[src/rtl/set_compare_unit.sv]
`default_nettype none
// ============================================================================
// Module      : set_compare_unit
// Description : Two-stage valid/ready set-on-compare unit (SLT/SLTU/SEQ/SNE/
//               SGE/SGEU). Optional saturating true-result counter is enabled
//               by defining SET_COMPARE_STATS_EN.
// Revision    : 1.0 - initial release
// ============================================================================
module set_compare_unit #(
  parameter int WIDTH     = 16,
  parameter int IMM_WIDTH = 6
) (
  input  logic                 clk,
  input  logic                 reset,
  input  logic                 in_valid,
  output logic                 in_ready,
  input  logic [WIDTH-1:0]     rs,
  input  logic [WIDTH-1:0]     rt,
  input  logic [IMM_WIDTH-1:0] immediate,
  input  logic                 use_imm,
  input  logic [2:0]           mode,
  output logic                 out_valid,
  input  logic                 out_ready,
  output logic [WIDTH-1:0]     result,
  output logic                 mode_err
`ifdef SET_COMPARE_STATS_EN
  ,
  output logic [15:0]          true_count
`endif
);

  localparam logic [2:0] c_mode_slt  = 3'b000;
  localparam logic [2:0] c_mode_sltu = 3'b001;
  localparam logic [2:0] c_mode_seq  = 3'b010;
  localparam logic [2:0] c_mode_sne  = 3'b011;
  localparam logic [2:0] c_mode_sge  = 3'b100;
  localparam logic [2:0] c_mode_sgeu = 3'b101;

  logic             r_s1_valid;
  logic [WIDTH-1:0] r_s1_a;
  logic [WIDTH-1:0] r_s1_b;
  logic [2:0]       r_s1_mode;
  logic             r_s2_valid;
  logic             r_res;
  logic             r_mode_err;

  logic             w_s2_adv;
  logic             w_s1_adv;
  logic             w_accept;
  logic [WIDTH-1:0] w_imm_ext;
  logic [WIDTH-1:0] w_b_sel;
  logic             w_lt_s;
  logic             w_lt_u;
  logic             w_eq;
  logic             w_bit;
  logic             w_err;

  // The immediate is sign-extended even for the unsigned compare modes.
  generate
    if (IMM_WIDTH < WIDTH) begin : g_imm_sext
      assign w_imm_ext = {{(WIDTH-IMM_WIDTH){immediate[IMM_WIDTH-1]}}, immediate};
    end else begin : g_imm_full
      assign w_imm_ext = immediate;
    end
  endgenerate

  assign w_b_sel  = use_imm ? w_imm_ext : rt;

  // in_ready is combinational from out_ready so a full pipe can drain and refill together.
  assign w_s2_adv = !r_s2_valid || out_ready;
  assign w_s1_adv = !r_s1_valid || w_s2_adv;
  assign in_ready = w_s1_adv && !reset;
  assign w_accept = in_valid && in_ready;

  assign w_lt_s = $signed(r_s1_a) < $signed(r_s1_b);
  assign w_lt_u = r_s1_a < r_s1_b;
  assign w_eq   = r_s1_a == r_s1_b;

  always_comb begin
    w_bit = 1'b0;
    w_err = 1'b0;
    case (r_s1_mode)
      c_mode_slt:  w_bit = w_lt_s;
      c_mode_sltu: w_bit = w_lt_u;
      c_mode_seq:  w_bit = w_eq;
      c_mode_sne:  w_bit = !w_eq;
      c_mode_sge:  w_bit = !w_lt_s;
      c_mode_sgeu: w_bit = !w_lt_u;
      default:     w_err = 1'b1;
    endcase
  end

  always_ff @(posedge clk) begin
    if (reset) begin
      r_s1_valid <= 1'b0;
      r_s1_a     <= '0;
      r_s1_b     <= '0;
      r_s1_mode  <= '0;
      r_s2_valid <= 1'b0;
      r_res      <= 1'b0;
      r_mode_err <= 1'b0;
    end else begin
      if (w_s1_adv) begin
        r_s1_valid <= w_accept;
        if (w_accept) begin
          r_s1_a    <= rs;
          r_s1_b    <= w_b_sel;
          r_s1_mode <= mode;
        end
      end
      if (w_s2_adv) begin
        r_s2_valid <= r_s1_valid;
        if (r_s1_valid) begin
          r_res      <= w_bit;
          r_mode_err <= w_err;
        end
      end
    end
  end

  assign out_valid = r_s2_valid;
  assign result    = {{(WIDTH-1){1'b0}}, r_res};
  assign mode_err  = r_mode_err;

`ifdef SET_COMPARE_STATS_EN
  logic [15:0] r_true_count;

  always_ff @(posedge clk) begin
    if (reset) begin
      r_true_count <= '0;
    end else if (r_s2_valid && out_ready && r_res && (r_true_count != 16'hFFFF)) begin
      r_true_count <= r_true_count + 16'd1;
    end
  end

  assign true_count = r_true_count;
`endif

endmodule
`default_nettype wire

[config.mk]
export PLATFORM = sky130hd
export DESIGN_NAME = set_compare_unit
export DESIGN_NICKNAME = d
export VERILOG_FILES = /design/src/rtl/set_compare_unit.sv
export SDC_FILE = /design/constraint.sdc
export NUM_CORES = 1
export LEC_CHECK = 0
export BUFFER_PORTS_ARGS = -buffer_cell sky130_fd_sc_hd__buf_2
export CORE_AREA = 10 10 73 75
export DETAILED_ROUTE_END_ITERATION = 8
export DIE_AREA = 0 0 83 85
export GPL_TIMING_DRIVEN = 1
export PLACE_DENSITY = 0.92
export SLEW_MARGIN = 0
export SYNTH_ARGS = -nofsm -noshare
export SYNTH_HDL_FRONTEND = slang
export SYNTH_SLANG_ARGS = --single-unit
[constraint.sdc]
create_clock -name clk -period 4.03 [get_ports clk]
set_clock_uncertainty 0.2 [all_clocks]
set_input_delay 0.6045 -clock clk [delete_from_list [all_inputs] [get_ports clk]]
set_output_delay 0.6045 -clock clk [all_outputs]
set_load 0.01 [all_outputs]
Word level (Yosys, flattened, before mapping)
Index checks and enable logic that the tools add are counted.

Register bits after elaboration: 39. Input bits: 46. Output and inout bits: 19. Logic and storage cells: 32.

Magnitude comparators: 2. Eq/ne operators: 6. Multiplexer cells: 3. Reductions and logical operators: 14.

Operator list (count): less-than comparator 16 bit (2); == test 16 bit (1); two-way mux 16 bit (1); == test 3 x 2 -> 1 bit (second input constant) (2); == test 3 bit (second input constant) (2); zero test 1 bit (6); case mux 1 bit (6 select lines) (1); OR reduction 6 bit (1); AND reduction 2 bit (2); == test 3 x 1 -> 1 bit (second input constant) (1); zero test 3 bit (1); logical AND 1 bit (2); logical OR 1 bit (2); two-way mux 1 bit (1).

Logic depth before layout (Yosys ltp)
Depth after elaboration: 6. Gate-level depth with buffers: 8. Depth with buffers taken out: 8.

Worst setup path after synthesis
OpenSTA, ideal clock, no wires.

Kind: reg2reg. From: reg r_s1_b[15]. To: reg r_res. Library setup time: 0.074 ns. Data arrival time: 2.226 ns. Required time: 3.756 ns. Setup slack: 1.530 ns. Cell stages (with the launch flop): 9. Buffers on the path: 0. Clock period less this slack: 2.500 ns. Path through: dfxtp_1 -> inv_1 -> ha_1 -> nand4_1 -> nor2_1 -> or4_4 -> or4_1 -> a211o_1 -> a31oi_1.

Word-level cells in the longest chain between the ends: 3. Elaborated cells on any way between the ends: 7. Classes of those cells: order compare: 2; eq/ne: 1; mux: 1; reduce/logical: 3.

RTL lines: start: declaration (RTL line 41) `logic [WIDTH-1:0] r_s1_b;`; start signal: assignment (RTL line 107) `r_s1_b <= w_b_sel;`; less-than comparator 16 bit, or another cell as far along (RTL line 76) `assign w_lt_u = r_s1_a < r_s1_b;`; zero test 1 bit (on tied branches) (RTL line 88, 86, 87); case mux 1 bit (6 select lines) (*) (RTL line 82) `case (r_s1_mode)`; end signal: assignment (RTL line 114) `r_res <= w_bit;`; end: declaration (RTL line 44) `logic r_res;`.

Mark *: on every way between the ends. The rest lies on a longest branch, timed or not. A chain may end at the register's enable or synchronous reset.

Worst setup path after layout
Ends and elaborated chain as after synthesis.

==> reports/metrics.yaml <==
clk_path_buf_depth: 2
dp_slack_ps: 1260
slowest_stage: "or4_4"
synth_edf_count: 0
synth_warnings: 0
power.density_nw_per_um2: 361
wire_per_inst_um: 13.1
clkSlewWorstSetupHoldPaths_ps: 70
rows: 23
endpoint_kind: "register"
worstHoldPathType: "reg2reg"
die_width_um: 83
initial_utilization_pct: 53.5
synthFlopType: "dfxtp_1"
grt_antenna_before_repair: 0
grt_overflow_total: 0
synthArstFlopShare_pct: 0
tns_ps: 0
finalWorstSetupSlack_ps: 1310
insertedDiodeCount: 0
leakage_nw: 1.04
cp_data_required_time_ps: 4040
core_area_um2: 3910
postLayoutCellArea_um2: 2370
hold_buffers: 0
numCtsBuffers: 5
cap_violations: 0
tightest_slew_ps: 1070
grt_usage_pct: 12.6
cts-root-buf: "clkbuf_8"
setup_viol: 0
outcome: "complete, no violations"
layout-drive-gt1-share_pct: 19.8
cts_tree: "yes"
nNetsFinal: 360
viasPerCell: 5.19
max_stage_delay_ps: 500
die-height_um: 85
ys_seq_area_share_pct: 37.3
mostFrequentLayoutCells: "buf_2 (49), dfxtp_1 (39), nand2_1 (25), a21oi_1 (21), nor2_1 (21)"
drt_first_pass_iters: 4
clock_sinks: 39
peakVddDrop_v: 0.000126
slew_headroom_pct: 28.7
drc_errors: 0
start_kind: "register"
rsz0062_at_grt: "no"
syn_area_um2: 2090
cts_setup_buffers: 0
pin_count: 65
place.gp.congestion: 0.782
place_area_um2: 2280
slew_viol_final: 0
postRouteAntennaNets: 0
grt_pass1_vias: 1774
dp_hpwl_mm: 3.55
fillers: 387
area_delta_synth_final_pct: 13.0
synth_area_leaders: "dfxtp_1 (37%), ha_1 (9.6%), a211oi_1 (5.7%)"
hold_viol: 0
port_buffers: 49
drtIter0Drc: 61
path_cells: "inv_1 > ha_1 > nand4_1 > nor2_1 > or4_4 > or4_1 > a211o_1 > a31oi_1"
final_common_cell: "buf_2"
synthCells: 259
htree_num_levels: 2
avgSynthCellArea_um2: 8.09
dieArea_um2: 7060
grt_start_max_net_pins: 71
cts-resized-gates: 0
clk_latency_ps: 290
path_class: "reg2reg"
yosysUniqueCellTypes: 33
post-route-period-util_pct: 67.4
worstPathArrival_ps: 2730
crit_fanout: 4
max_freq_ghz: 0.368
yosysTopAreaCell: "dfxtp_1"
dr_total_vias: 1807
grt_pass1_wl_mm: 7.56
p_total_mw: 0.854
post-route-min-period_ps: 2720
wirelength_mm: 4.57
ys_ff_latch: 39
synth_top_area_share_pct: 37.3
## Yosys cell counts, drive strengths merged (2+ instances only)
library cell and number:
dfxtp 39, nand2 25, a21oi 21, nor2 21, o21ai 19, inv 18, nand2b 18, a211oi 16
buf 16, ha 16, clkbuf 15, mux2i 5, nand4 4, nor2b 3, o31ai 3, or4 3
a31oi 2, and2 2
## state kept, by name, summed over array words and instances (netlist names)
| register | flops |
|---|---|
| r_s1_a | 16 |
| r_s1_b | 16 |
| r_s1_mode | 3 |
| mode_err | 1 |
| out_valid | 1 |
| r_res | 1 |
| r_s1_valid | 1 |
## cell type report
class	instances	area (um2)	share of cell area (%)
inverter	18	67.6	2.85
sequential	39	781	33.0
multi-input combinational	185	1120	47.5
clock inverter	1	5.00	0.211
tap	50	62.6	2.64
timing repair buffer	49	245	10.4
clock buffer	6	82.6	3.49
## cells by family (layout without fill, tap and decap cells)
family | count (synthesis) | count (layout) | synth area share (%)
XOR/XNOR | 2 | 2 | 0.836
multiplexers | 5 | 5 | 2.39
buffers and inverters | 49 | 74 | 11.6
adder cells (fa/ha/maj) | 16 | 16 | 9.56
AND/OR/NAND/NOR | 80 | 80 | 18.8
AO/OA/AOI/OAI | 67 | 67 | 19.4
flip-flops | 39 | 39 | 37.3
other | 1 | 15 | 0.179
## routing by layer
layer  global-route usage [%]  vias up  routed length (um)
li1                         -      933                   -
met2                     20.6       52                2110
met1                     14.1      814                2060
met4                     6.19        0                 109
met3                     4.59        8                 288
met5                        0        -                   0
## worst paths after layout
kind	end	cells after the start	slack (ps)	from
worst max-delay path	r_res	8	1310	r_s1_b[15]
worst min-delay path	mode_err	2	260	mode_err
worst max register to register	r_res	8	1310	r_s1_b[15]
worst min register to register	mode_err	2	260	mode_err
## worst max-delay path: cells and delay by family, from the launching register on
| family | cells | cell delay [ps] |
|---|---|---|
| AOI/OAI and AO/OA | 2 | 520 |
| adders and majority gates | 1 | 320 |
| buffers and inverters | 1 | 40 |
| DFF | 1 | 330 |
| and+or+nand+nor | 4 | 1220 |
## power by group
| group | total [mW] | switching, mW | internal, mW |
|---|---|---|---|
| combinational | 0.164 | 0.0897 | 0.0745 |
| sequential | 0.431 | 0.0181 | 0.413 |
| clock | 0.259 | 0.125 | 0.134 |
## metrics by stage
step	cells	utilization (%)	hold slack (ps)
6_report	348	60.5	259
2_1_floorplan	273	-	253
4_1_cts	348	60.5	265
3_5_place_dp	341	58.2	255
3_3_place_gp	341	58.2	241
5_1_grt	348	60.5	296
Note: power is estimated with default switching activity, not from simulation.
